===== config.mk =====
export PLATFORM = sky130hd
export DESIGN_NAME = block_packer
export DESIGN_NICKNAME = d
export VERILOG_FILES = /design/src/rtl/tea_pkg.sv /design/src/rtl/block_packer.sv
export SDC_FILE = /design/constraint.sdc
export NUM_CORES = 1
export LEC_CHECK = 0
export ABC_AREA = 1
export BUFFER_PORTS_ARGS = -buffer_cell sky130_fd_sc_hd__buf_4
export CAP_MARGIN = 20
export CELL_PAD_IN_SITES_DETAIL_PLACEMENT = 0
export CELL_PAD_IN_SITES_GLOBAL_PLACEMENT = 1
export CORE_MARGIN = 1
export CORE_UTILIZATION = 43
export CTS_BUF_LIST = sky130_fd_sc_hd__clkbuf_8
export DETAILED_ROUTE_END_ITERATION = 12
export GPL_TIMING_DRIVEN = 0
export PLACE_DENSITY_LB_ADDON = 0.1
export SLEW_MARGIN = 20
export SYNTH_ARGS = -nofsm -noshare
export SYNTH_HDL_FRONTEND = slang
export SYNTH_SLANG_ARGS = --single-unit

===== constraint.sdc =====
create_clock -name clk -period 3.3 [get_ports clk]
set_clock_uncertainty 0.1 [all_clocks]
set_input_delay 0.165 -clock clk [delete_from_list [all_inputs] [get_ports clk]]
set_output_delay 0.165 -clock clk [all_outputs]
set_load 0.02 [all_outputs]

===== src/rtl/tea_pkg.sv =====
// Shared constants and state encoding for the TEA datapath front end.
package tea_pkg;

    localparam int          BLOCK_BYTES    = 8;
    localparam logic [63:0] PKCS7_FULL_PAD = {BLOCK_BYTES{8'h08}};

    typedef enum logic [1:0] {
        ST_FILL   = 2'd0,
        ST_HOLD   = 2'd1,
        ST_PADBLK = 2'd2
    } state_e;

endpackage


===== src/rtl/block_packer.sv =====
// Packs a byte stream into big-endian 64-bit blocks, padding the final block
// with PKCS#7 or a fixed fill byte, and hands blocks out over valid/ready.
module block_packer
    import tea_pkg::*;
#(
    parameter bit          PKCS7    = 1'b1,
    parameter logic [7:0]  PAD_BYTE = 8'h00
) (
    input  logic        clk,
    input  logic        reset,
    input  logic [7:0]  s_data,
    input  logic        s_valid,
    input  logic        s_last,
    output logic        s_ready,
    output logic [63:0] m_data,
    output logic        m_valid,
    input  logic        m_ready,
    output logic [3:0]  m_nbytes,
    output logic        m_last
);

    // Ones in every byte lane at or after position count (count = 1..8).
    function automatic logic [63:0] pad_mask(input logic [3:0] count);
        return {64{1'b1}} >> {count, 3'b000};
    endfunction

    state_e      state_q;
    logic [2:0]  idx_q;
    logic [63:0] data_q;
    logic [3:0]  nbytes_q;
    logic        last_q;
    logic        m_valid_q;
    logic        pad_pend_q;   // held block is a full final block; pad block follows

    logic        accept;
    logic        block_end;
    logic        full_last;
    logic [3:0]  count;
    logic [7:0]  pad_byte;
    logic [63:0] lane_mask;
    logic [63:0] fill_data;
    logic [63:0] pmask;
    logic [63:0] padded_data;

    assign s_ready  = (state_q == ST_FILL) && !reset;
    assign m_valid  = m_valid_q;
    assign m_data   = data_q;
    assign m_nbytes = nbytes_q;
    assign m_last   = last_q;

    assign accept    = s_valid && s_ready;
    assign block_end = s_last || (idx_q == 3'(BLOCK_BYTES - 1));
    assign full_last = PKCS7 && s_last && (idx_q == 3'(BLOCK_BYTES - 1));
    assign count     = {1'b0, idx_q} + 4'd1;
    assign pad_byte  = PKCS7 ? {4'h0, 4'(4'd8 - count)} : PAD_BYTE;

    assign lane_mask   = {8'hFF, 56'h0} >> {idx_q, 3'b000};
    assign fill_data   = (data_q & ~lane_mask) | ({s_data, 56'h0} >> {idx_q, 3'b000});
    assign pmask       = pad_mask(count);
    assign padded_data = (fill_data & ~pmask) | ({BLOCK_BYTES{pad_byte}} & pmask);

    always_ff @(posedge clk) begin
        if (reset) begin
            state_q    <= ST_FILL;
            idx_q      <= '0;
            data_q     <= '0;
            nbytes_q   <= '0;
            last_q     <= 1'b0;
            m_valid_q  <= 1'b0;
            pad_pend_q <= 1'b0;
        end else begin
            case (state_q)
                ST_FILL: begin
                    if (accept) begin
                        if (block_end) begin
                            data_q     <= s_last ? padded_data : fill_data;
                            nbytes_q   <= count;
                            last_q     <= s_last && !full_last;
                            pad_pend_q <= full_last;
                            m_valid_q  <= 1'b1;
                            idx_q      <= '0;
                            state_q    <= ST_HOLD;
                        end else begin
                            data_q <= fill_data;
                            idx_q  <= idx_q + 3'd1;
                        end
                    end
                end
                ST_HOLD: begin
                    if (m_ready) begin
                        if (pad_pend_q) begin
                            data_q     <= PKCS7_FULL_PAD;
                            nbytes_q   <= '0;
                            last_q     <= 1'b1;
                            pad_pend_q <= 1'b0;
                            state_q    <= ST_PADBLK;
                        end else begin
                            nbytes_q  <= '0;
                            last_q    <= 1'b0;
                            m_valid_q <= 1'b0;
                            idx_q     <= '0;
                            state_q   <= ST_FILL;
                        end
                    end
                end
                ST_PADBLK: begin
                    if (m_ready) begin
                        nbytes_q  <= '0;
                        last_q    <= 1'b0;
                        m_valid_q <= 1'b0;
                        idx_q     <= '0;
                        state_q   <= ST_FILL;
                    end
                end
                default: begin
                    m_valid_q <= 1'b0;
                    state_q   <= ST_FILL;
                end
            endcase
        end
    end

endmodule


# --- Yosys cells after proc, flatten, opt, wreduce, memory -nomap -nowiden ---
# Index checks and enable logic that the tools add are counted.
op_classes:
  addsub: 3
  n_eq_ne: 10
  shifts: 3
  n_mux: 36
  bitwise_logic: 7
  reduce_logical: 19
op_table:
  columns: ["cell", "n"]
  rows:
  - ["$mux W64", 5]
  - ["$and A64 B64 Y64", 2]
  - ["$not A64 Y64", 2]
  - ["$or A64 B64 Y64", 2]
  - ["$pmux W64 S2", 1]
  - ["$and A60 B64 Y64", 1]
  - ["$shr A64 B6 Y64", 1]
  - ["$shr A64 B6 Y64 const A", 1]
  - ["$shr A64 B7 Y64 const A", 1]
  - ["$reduce_and A4 Y1", 4]
  - ["$mux W3", 5]
  - ["$reduce_and A5 Y1", 3]
  - ["$mux W4", 3]
  - ["$ne A2 B2 Y1 const B", 6]
  - ["$mux W1", 11]
  - ["$mux W2", 5]
  - ["$pmux W3 S3", 1]
  - ["$pmux W4 S2", 1]
  - ["$pmux W1 S3", 2]
  - ["$pmux W2 S3", 1]
  - ["$add A3 B1 Y4 const B", 1]
  - ["$logic_and A1 B1 Y1", 4]
  - ["$reduce_bool A2 Y1", 2]
  - ["$sub A4 B4 Y4 const A", 1]
  - ["other kinds (11)", 12]
word_totals:
  reg_bits: 76
  in_bits: 13
  out_inout_bits: 71

# --- Depth between registers and ports, before layout ---
# Gate-level depths: netlist (run 1).
logic_depth:
  depth_word: 10
  depth_mapped: 12
  mapped_depth_nobuf: 11

# --- Least setup slack after synthesis (run 1) ---
# OpenSTA, ideal clock, no wires.
synth_path:
  path_type: "register to register"
  from: "register idx_q[2]"
  to: "register data_q[42] (netlist: m_data[42])"
  setup_time_ns: 0.132
  t_arrival_ns: 1.689
  required_time_ns: 3.068
  path_slack_ns: 1.379
  path_stages_with_launch: 10
  n_path_buf: 2
  synth_period_minus_slack_ns: 1.921
  path_cell_list: "dfxtp_1 -> buf_2 -> inv_2 -> clkbuf_1 -> ha_1 -> or2_2 -> nand2_1 -> nand3_1 -> nand3_1 -> a21oi_1"
synth_between:
  elab_chain_len: 10
  elab_cells_between_ends: 18
synth_rtl:
  columns: ["item", "line_no", "source"]
  rows:
  - ["from (decl)", "block_packer.sv:28", "logic [2:0] idx_q;"]
  - ["from (signal assigned)", "block_packer.sv:85", "idx_q <= idx_q + 3'd1;"]
  - ["parallel branches: the longest is 7 deep, another holds $add A3 B1 Y4", null, null]
  - ["$mux W64 *", "block_packer.sv:75", "if (block_end) begin"]
  - ["$mux W64 *", "block_packer.sv:74", "if (accept) begin"]
  - ["$pmux W64 S2 *", "block_packer.sv:72", "case (state_q)"]
  - ["to (signal assigned)", "block_packer.sv:76", "data_q <= s_last ? padded_data : fill_data;"]
  - ["to (signal assigned)", "block_packer.sv:84", "data_q <= fill_data;"]
  - ["to (decl)", "block_packer.sv:29", "logic [63:0] data_q;"]
# Mark *: on every way between the ends. The select of a mux whose other input is x is not followed.
# A chain may end at the register's enable or synchronous reset.

# --- Worst setup path in the final report (run 1) ---
layout_path:
  from: "register idx_q[2]"
  to: "register data_q[26] (netlist: m_data[26])"
# Same word-level chain as after synthesis.

==> impl_metrics.env, run 1 <==
export IMPL_grt_max_degree=13
export IMPL_fin_nets=775
export IMPL_routabilityCongestion=0.953
export IMPL_holdPathStages=3
export IMPL_final_seq_area_um2=1520
export IMPL_reg2reg_depth=9
export IMPL_dieArea_um2=10300
export IMPL_critPathLaunchType="flop"
export IMPL_dp_final_hpwl_mm=11.4
export IMPL_dr_pass1_iters=5
export IMPL_root_buffer="clkbuf_8"
export IMPL_ios=84
export IMPL_synth_area_top_cells="dfxtp_1, nand2_1, a21oi_1"
export IMPL_min_from="s_last"
export IMPL_finalSetupTns_ns=0
export IMPL_powerDensity_nw_per_um2=984
export IMPL_die_w_um=101
export IMPL_vias=4929
export IMPL_insertion_delay_ns=0.36
export IMPL_grt_pass1_vias=4375
export IMPL_finalSetupViolCount=0
export IMPL_io_buffers=81
export IMPL_p_total_mw=5.18
export IMPL_die_h_um=101
export IMPL_hp_class="primary input to flop"
export IMPL_fin_area_um2=5260
export IMPL_coreArea_um2=9420
export IMPL_cts_tree="built"
export IMPL_synth_edf_count=0
export IMPL_postCtsSetupRepairBufs=0
export IMPL_max_cap_violations=0
export IMPL_synth_top_cells_by_count="nand2_1, a21oi_1, dfxtp_1"
export IMPL_grt_antenna_before_repair=0
export IMPL_ctsResizeCount=0
export IMPL_placed_cell_area_um2=5010
export IMPL_finalHoldViolations=0
export IMPL_cts_buffer_depth=2
export IMPL_cts_buffers=9
export IMPL_syn_cell_area_um2=4240
export IMPL_cts_hold_buffers=0
export IMPL_fin_hold_ws_ns=0.0404
export IMPL_ys_types=25
export IMPL_multiInputGateArea_um2=2410
export IMPL_drc=0
export IMPL_top_layer="met4"
export IMPL_overflow=0
export IMPL_rsz0062_at_grt="false"
export IMPL_fin_crit_ns=2.58
export IMPL_slew_headroom_pct=53.4
export IMPL_yosysTopAreaCell="dfxtp_1"
export IMPL_antenna_cells=0
export IMPL_final_cells=884
export IMPL_async_flop_share_pct=0
export IMPL_power_leakage_nw=2.26
export IMPL_ys_seq_area_share_pct=35.9
export IMPL_r2r_end="m_data[26]"
export IMPL_synth_top_area_share_pct=35.9
export IMPL_wl_met1_mm=6.91
export IMPL_ys_ff_latch=76
export IMPL_ys_flop_type="dfxtp_1"
export IMPL_layout_drive_gt1_share_pct=18.1
export IMPL_tightest_slew_ns=0.699
export IMPL_slew_viol_final=0
export IMPL_met3_length_mm=1.40
export IMPL_viasPerCell=5.58
export IMPL_placed_cells=868
export IMPL_clk_pin_slew_worst_paths_ns=0.08
export IMPL_irDropWorstVdd_uv=648
export IMPL_worst_setup_path_end_kind="flop"
export IMPL_wl_met2_mm=6.98
export IMPL_cp_data_arrival_time_ns=2.70
export IMPL_fin_crit_sh_pct=78.1
export IMPL_wirelength_mm=15.9
export IMPL_grt_first_pass_wirelength_mm=24.1
export IMPL_run_status="finished, final reports clean"
export IMPL_drt_iter0_markers=347
export IMPL_final_fill_count=986
export IMPL_grt_total_usage_pct=31.9
export IMPL_whs_endpoint="pad_pend_q"
export IMPL_initial_core_util_pct=45.0
export IMPL_netlist_instances=658
export IMPL_wl_per_cell_um=17.9
export IMPL_worstPathMaxFanout=10
export IMPL_ant_nets=0
export IMPL_regToRegSetupSlack_ns=0.72
export IMPL_crit_type="flop to flop"
export IMPL_syn_avg_cell_area_um2=6.44
export IMPL_syn_nets=683
export IMPL_cts_sinks=76
export IMPL_fmax_mhz=388
export IMPL_area_growth_pct=24.0
export IMPL_htree_levels=3
export IMPL_r2r_start="idx_q[2]"
export IMPL_required_ns=3.43
export IMPL_ys_warn_count=0
export IMPL_rows=35
export IMPL_yosysMostFrequentCell="nand2_1"
==> worst max path at each step <==
stage | startpoint | endpoint | slack (ns)
after CTS | idx_q[2] | m_data[42] | 0.75
final | idx_q[2] | m_data[26] | 0.72
after detailed placement | idx_q[2] | m_data[42] | 0.77
after global placement | idx_q[2] | m_data[42] | 0.76
after global routing | idx_q[2] | m_data[27] | 0.60
after floorplan | idx_q[2] | m_data[42] | 1.38
==> worst max-delay path: stages (launching register included) <==
cell and delay, ns:
dfxtp_1 0.32, buf_2 0.19, inv_2 0.15, clkbuf_1 0.47, ha_1 0.41, or2_2 0.34, nand3_1 0.22, nand2_1 0.10
nand3_1 0.09, a21oi_1 0.06
==> final cells by class <==
cell class / count / share of cell area (%)
timing repair buffer: 81 / 11.6
inverter: 36 / 2.57
clock buffer: 11 / 2.88
multi-input combinational: 513 / 45.9
sequential: 76 / 28.9
buffer: 33 / 3.24
clock inverter: 5 / 1.88
tap: 129 / 3.07
==> metal layers <==
layer	global-route usage (%)	vias up
li1	-	2359
met1	43.6	2287
met2	49.2	241
met3	4.69	42
met4	15.7	0
met5	0	-
==> metrics by stage <==
| step | setup slack (ns) | util (%) |
|---|---|---|
| final | 0.724 | 55.9 |
| after global routing | 0.601 | 55.9 |
| after CTS | 0.747 | 55.9 |
| after detailed placement | 0.767 | 53.2 |
| after global placement | 0.763 | 53.2 |
| after floorplan | 1.38 | - |
==> sequential cells by signal, indices dropped and copies added (netlist names) <==
signal	cells
idx_q	3
m_last	1
pad_pend_q	1
m_nbytes	4
m_data	64
m_valid	1
state_q	2
==> power by group <==
part           internal, mW  switching, mW  total (mW)
clock network         0.541          0.376       0.917
registers              1.12          0.169        1.29
logic                 0.889           2.08        2.97
total                  2.55           2.62        5.18
==> placed cells by master (no fill, tap or decap), types with 2 or more instances in the layout <==
cell	count
nor2_4	3
clkbuf_1	11
ha_1	12
a21oi_1	77
o211ai_1	12
nand4_1	2
inv_2	6
inv_1	31
nor2_2	2
buf_2	16
nand2_2	5
nand2_1	233
o21ai_0	60
buf_4	86
nand3_1	69
dfxtp_1	76
nor2_1	31
clkbuf_8	11
bufinv_16	3
==> cells by family (layout without fill, tap and decap cells) <==
| kind of cell | Yosys count | count (layout) | share of synthesized area (%) |
|---|---|---|---|
| AO/OA/AOI/OAI | 151 | 151 | 18.6 |
| adder cells (fa/ha/maj) | 12 | 12 | 3.54 |
| buffers and inverters | 69 | 166 | 7.20 |
| flip-flops | 76 | 76 | 35.9 |
| AND/OR/NAND/NOR | 350 | 350 | 34.7 |
Note: power is estimated with default switching activity, not from simulation.
==> run 2, diff against run 1 <==
--- a/config.mk
+++ b/config.mk
@@ -11,7 +11,7 @@
 export CELL_PAD_IN_SITES_DETAIL_PLACEMENT = 0
 export CELL_PAD_IN_SITES_GLOBAL_PLACEMENT = 1
 export CORE_MARGIN = 1
-export CORE_UTILIZATION = 43
+export CORE_UTILIZATION = 40
 export CTS_BUF_LIST = sky130_fd_sc_hd__clkbuf_8
 export DETAILED_ROUTE_END_ITERATION = 12
 export GPL_TIMING_DRIVEN = 0
==> constraint.sdc (replaced) <==
create_clock -name clk -period 2.64 [get_ports clk]
set_clock_uncertainty 0.1 [all_clocks]
set_input_delay 0.132 -clock clk [delete_from_list [all_inputs] [get_ports clk]]
set_output_delay 0.132 -clock clk [all_outputs]
set_load 0.02 [all_outputs]
==> impl_metrics.env, run 2 (synthesis gave the netlist of run 1 again) <==
export IMPL_slew_viol_final=0
export IMPL_required_ns=2.76
export IMPL_fin_crit_sh_pct=93.1
export IMPL_final_cell_mix="nand2_1, buf_4, a21oi_1"
export IMPL_powerDensity_nw_per_um2=1210
export IMPL_cp_data_arrival_time_ns=2.58
export IMPL_grt_pass1_vias=4316
export IMPL_ant_nets=0
export IMPL_vias=4904
export IMPL_fin_hold_ws_ns=0.0228
export IMPL_die_h_um=105
export IMPL_coreArea_um2=10300
export IMPL_whs_endpoint="pad_pend_q"
export IMPL_fin_area_um2=5240
export IMPL_crit_chain="inv_1 > clkbuf_1 > ha_1 > inv_1 > nand2_1 > nand3_1 > o21ai_0 > nand3_1 > a21oi_1"
export IMPL_regToRegSetupSlack_ns=0.18
export IMPL_worstPathMaxFanout=11
export IMPL_run_status="finished, final reports clean"
export IMPL_io_buffers=81
export IMPL_power_leakage_nw=2.25
export IMPL_tightest_slew_ns=0.717
export IMPL_fmax_mhz=407
export IMPL_grt_antenna_before_repair=0
export IMPL_rows=37
export IMPL_finalSetupViolCount=0
export IMPL_fin_nets=775
export IMPL_slew_headroom_pct=52.2
export IMPL_cts_tree="built"
export IMPL_wirelength_mm=16.2
export IMPL_wl_per_cell_um=18.2
export IMPL_largest_reg_flops=64
export IMPL_irDropWorstVdd_uv=707
export IMPL_finalHoldViolations=0
export IMPL_viasPerCell=5.50
export IMPL_drc=0
export IMPL_postCtsSetupRepairBufs=0
export IMPL_r2r_end="m_data[1]"
export IMPL_fin_ws_ns=0.182
export IMPL_ios=84
export IMPL_antenna_cells=0
export IMPL_max_stage_delay_ns=0.47
export IMPL_layout_drive_gt1_share_pct=18.3
export IMPL_r2r_start="idx_q[1]"
export IMPL_rsz0062_at_grt="false"
export IMPL_critPathSlowestCell="clkbuf_1"
export IMPL_insertion_delay_ns=0.36
export IMPL_cts_buffers=9
export IMPL_initial_core_util_pct=41.1
export IMPL_dr_pass1_iters=5
export IMPL_root_buffer="clkbuf_8"
export IMPL_min_from="s_last"
export IMPL_crit_type="flop to flop"
export IMPL_grt_first_pass_wirelength_mm=24.5
export IMPL_grt_max_degree=13
export IMPL_p_total_mw=6.33
export IMPL_worst_setup_path_end_kind="flop"
export IMPL_cts_buffer_depth=2
export IMPL_cts_sinks=76
export IMPL_die_w_um=105
export IMPL_mostFrequentLayoutCell="nand2_1"
export IMPL_area_growth_pct=23.5
export IMPL_routabilityCongestion=0.925
export IMPL_fin_crit_ns=2.46
export IMPL_final_util_pct=50.7
export IMPL_placed_cell_area_um2=5020
export IMPL_htree_levels=3
export IMPL_dieArea_um2=11000
export IMPL_cts_hold_buffers=0
export IMPL_finalSetupTns_ns=0
export IMPL_dp_final_hpwl_mm=12.0
export IMPL_overflow=0
export IMPL_dp_slack_ns=0.0754
export IMPL_max_cap_violations=0
export IMPL_final_cells=891
export IMPL_final_fill_count=1095
export IMPL_holdPathStages=3
export IMPL_grt_total_usage_pct=29.5
export IMPL_clk_pin_slew_worst_paths_ns=0.08
export IMPL_reg2reg_depth=9
export IMPL_hp_class="primary input to flop"
export IMPL_critPathLaunchType="flop"
export IMPL_placed_cells=875
export IMPL_drt_iter0_markers=362
## run 2: cell types whose count changed in the layout (fill, tap and decap cells not counted)
cell       delta
clkinv_2      +2
clkbuf_8      -1
bufinv_16     -1
clkbuf_1      -1
clkbuf_2      +1
## run 2: how the worst max path moves through the flow
stage / cells after the start / slack [ns] / from / endpoint
floorplan: 9 / 0.72 / idx_q[2] / m_data[42]
global placement: 9 / 0.08 / idx_q[2] / m_data[42]
detailed placement: 9 / 0.08 / idx_q[2] / m_data[42]
CTS: 9 / 0.06 / idx_q[2] / m_data[42]
global route: 9 / 0.04 / idx_q[1] / m_data[1]
finish: 9 / 0.18 / idx_q[1] / m_data[1]
## run 2: per-layer routing
metal  global-route usage (%)  wire length [um]
met4                     11.2               343
met2                     49.0              7580
met3                     3.87              1130
met5                        0                 0
met1                     38.9              7170
## run 2: what timing repair did
action | in CTS | in global routing
endpoints found under the hold margin | 0 | 0
gates resized for setup | 0 | 2
setup endpoints to repair | 0 | 3
## run 2: power by group
group	total (mW)	internal, mW	leakage [nW]	switching (mW)
sequential	1.62	1.40	0.618	0.218
clock	1.00	0.550	0.117	0.452
combinational	3.71	1.11	1.51	2.60
total	6.33	3.06	2.25	3.27
## run 2: layout make-up
type | count | area, um^2 | share of cell area, %
well taps | 136 | 170 | 3.25
repair buffers | 81 | 608 | 11.6
inverters | 36 | 135 | 2.58
flip-flops and latches | 76 | 1520 | 29.1
clock inverters | 6 | 78.8 | 1.51
clock buffers | 10 | 138 | 2.63
plain buffers | 33 | 171 | 3.27
multi-input cells | 513 | 2410 | 46.1
## run 2: worst max-delay path: cells and delay by family (launching register included)
family	cells	cell delay (ns)
simple gates	3	0.53
buf+inv	3	0.71
flops	1	0.37
compound gates	2	0.28
fa+ha+maj	1	0.35
==> run 3, diff against run 2 <==
--- a/config.mk
+++ b/config.mk
@@ -5,13 +5,13 @@
 export SDC_FILE = /design/constraint.sdc
 export NUM_CORES = 1
 export LEC_CHECK = 0
-export ABC_AREA = 1
+export ABC_AREA = 0
 export BUFFER_PORTS_ARGS = -buffer_cell sky130_fd_sc_hd__buf_4
 export CAP_MARGIN = 20
 export CELL_PAD_IN_SITES_DETAIL_PLACEMENT = 0
 export CELL_PAD_IN_SITES_GLOBAL_PLACEMENT = 1
 export CORE_MARGIN = 1
-export CORE_UTILIZATION = 40
+export CORE_UTILIZATION = 42
 export CTS_BUF_LIST = sky130_fd_sc_hd__clkbuf_8
 export DETAILED_ROUTE_END_ITERATION = 12
 export GPL_TIMING_DRIVEN = 0
==> impl_metrics.env, run 3 <==
export IMPL_run_status="finished, final reports clean"
export IMPL_synth_top_area_share_pct=39.8
export IMPL_worstPathMaxFanout=10
export IMPL_fin_crit_ns=2.51
export IMPL_synth_mux_area_share_pct=0.818
export IMPL_vias=3815
export IMPL_dp_slack_ns=-0.0211
export IMPL_reg2reg_depth=8
export IMPL_fin_ws_ns=0.127
export IMPL_grt_antenna_before_repair=0
export IMPL_worst_setup_path_end_kind="flop"
export IMPL_dp_final_hpwl_mm=8.93
export IMPL_synth_edf_count=0
export IMPL_hp_class="primary input to flop"
export IMPL_die_w_um=97.4
export IMPL_ys_types=60
export IMPL_grt_max_degree=14
export IMPL_clk_pin_slew_worst_paths_ns=0.09
export IMPL_switching_share_pct=34.5
export IMPL_min_from="s_data[7]"
export IMPL_p_total_mw=3.03
export IMPL_p_sw_mw=1.05
export IMPL_grt_first_pass_wirelength_mm=20.1
export IMPL_ant_nets=0
export IMPL_synth_xor_area_share_pct=0.687
export IMPL_p_int_mw=1.98
export IMPL_die_h_um=97.4
export IMPL_crit_chain="buf_4 > buf_6 > inv_1 > ha_1 > nor2b_1 > xnor2_2 > nand2_1 > a311oi_1"
export IMPL_dieArea_um2=9490
export IMPL_synth_top_family_by_area="compound AO/OA/AOI/OAI gates"
export IMPL_drt_iter0_markers=264
export IMPL_irDropWorstVdd_uv=299
export IMPL_ys_seq_area_share_pct=39.8
export IMPL_finalHoldViolations=0
export IMPL_slew_viol_final=0
export IMPL_initial_core_util_pct=43.6
export IMPL_pwr_share_seq_pct=42.7
export IMPL_cts_buffer_depth=2
export IMPL_r2r_end="m_data[3]"
export IMPL_grt_total_usage_pct=26.9
export IMPL_synth_area_top_cells="dfxtp_1, a22o_1, a21oi_1"
export IMPL_cts_sinks=76
export IMPL_holdPathStages=2
export IMPL_synth_top_cells_by_count="dfxtp_1, a21oi_1, a22o_1"
export IMPL_rows=34
export IMPL_area_growth_pct=24.9
export IMPL_synth_simple_gate_area_share_pct=16.5
export IMPL_tightest_slew_ns=0.676
export IMPL_regToRegSetupSlack_ns=0.13
export IMPL_crit_type="flop to flop"
export IMPL_root_buffer="clkbuf_8"
export IMPL_async_flop_share_pct=0
export IMPL_slew_headroom_pct=54.9
export IMPL_routabilityCongestion=0.913
export IMPL_critPathLaunchType="flop"
export IMPL_viasPerCell=6.14
export IMPL_insertion_delay_ns=0.35
export IMPL_syn_nets=444
export IMPL_finalSetupViolCount=0
export IMPL_final_cell_mix="buf_4, dfxtp_1, a21oi_1"
export IMPL_critPathSlowestCell="ha_1"
export IMPL_fin_crit_sh_pct=95.2
export IMPL_p_comb_share_pct=27.8
export IMPL_pwr_share_clk_pct=29.5
export IMPL_syn_cell_area_um2=3820
export IMPL_required_ns=2.80
export IMPL_syn_avg_cell_area_um2=9.12
export IMPL_ys_flop_type="dfxtp_1"
export IMPL_yosysTopAreaCell="dfxtp_1"
export IMPL_grt_pass1_vias=3697
export IMPL_dr_pass1_iters=5
export IMPL_max_cap_violations=0
export IMPL_max_stage_delay_ns=0.45
export IMPL_largest_reg_flops=64
export IMPL_io_buffers=77
export IMPL_r2r_start="idx_q[2]"
export IMPL_yosysMostFrequentCell="dfxtp_1"
export IMPL_fmax_mhz=398
export IMPL_ios=84
export IMPL_overflow=0
export IMPL_whs_endpoint="m_data[55]"
export IMPL_fin_nets=534
export IMPL_netlist_instances=419
export IMPL_powerDensity_nw_per_um2=635
export IMPL_synthAdderAreaFrac_pct=3.93
export IMPL_cp_data_arrival_time_ns=2.67
export IMPL_drc=0
export IMPL_synth_compound_area_share_pct=32.4
export IMPL_wl_per_cell_um=20.3
export IMPL_mostFrequentLayoutCell="buf_4"
export IMPL_placed_cell_area_um2=4540
export IMPL_fin_area_um2=4780
export IMPL_ys_ff_latch=76
export IMPL_ys_warn_count=0
export IMPL_cts_buffers=9
export IMPL_antenna_cells=0
export IMPL_coreArea_um2=8760
export IMPL_cts_tree="built"
export IMPL_power_leakage_nw=1.99
export IMPL_wirelength_mm=12.6
export IMPL_htree_levels=3
export IMPL_layout_drive_gt1_share_pct=24.2
==> run 3: how the worst max path moves through the flow <==
stage	startpoint	to	slack, ns	cells after the start
after floorplan	idx_q[0]	m_data[17]	0.61	7
after global placement	idx_q[2]	m_data[26]	-0.02	8
after detailed placement	idx_q[2]	m_data[26]	-0.02	8
after CTS	idx_q[0]	m_data[22]	0.1	7
after global routing	idx_q[2]	m_data[3]	-0.006	8
final	idx_q[2]	m_data[3]	0.13	8
==> run 3: per-layer routing <==
layer	track usage, %	share of wire [%]	vias to the layer above
li1	-	-	1774
met5	0	0	-
met4	11.7	2.1	0
met3	4.53	6.5	28
met1	37.6	47	1835
met2	40.6	44	178
==> run 3: area by class of cell <==
cell class / count / area (um^2)
plain buffers: 35 / 186
multi-input cells: 297 / 2100
repair buffers: 79 / 598
well taps: 108 / 135
clock inverters: 6 / 66.3
fillers: 861 / 3990
clock buffers: 9 / 124
inverters: 11 / 41.3
flip-flops and latches: 76 / 1520
==> run 3: power by group through the flow <==
stage | clock network (mW) | registers (mW) | logic [mW]
floorplan | 0 | 1.40 | 0.434
global placement | 0 | 1.32 | 0.818
detailed placement | 0 | 1.32 | 0.822
CTS | 0.903 | 1.29 | 0.828
global route | 0.953 | 1.30 | 0.907
finish | 0.893 | 1.29 | 0.843
==> run 3: repair_timing <==
item | CTS | global route
endpoints found under the hold margin | 2 | 0
gates resized for setup | 1 | 5
hold buffers | 2 | 0
setup buffers | 0 | 0
setup endpoints to repair | 1 | 14
==> run 3: critical path, delay by kind of cell, from the launching register on <==
family	cells	cell delay, ns
xor gates and xnor gates	1	0.18
DFF	1	0.43
adders and majority gates	1	0.45
buffers and inverters	3	0.46
AOI/OAI and AO/OA	1	0.31
and+or+nand+nor	2	0.49
==> run 3: per-stage QoR <==
stage | hold WS, ns | utilization [%] | setup TNS (ns) | cells
final | 0.158 | 54.5 | 0 | 621
after global routing | 0.177 | 54.5 | -0.00564 | 621
after CTS | 0.157 | 54.2 | 0 | 621
after detailed placement | 0.339 | 51.8 | -0.0211 | 604
after global placement | 0.340 | 51.8 | -0.0221 | 604
after floorplan | 0.165 | - | 0 | 419
==> run 3: cell families after synthesis <==
| group | count (synthesis) |
|---|---|
| DFF | 76 |
| muxes | 3 |
| AOI/OAI and AO/OA | 174 |
| buffers and inverters | 46 |
| and+or+nand+nor | 105 |
| xor gates and xnor gates | 3 |
| adders and majority gates | 12 |
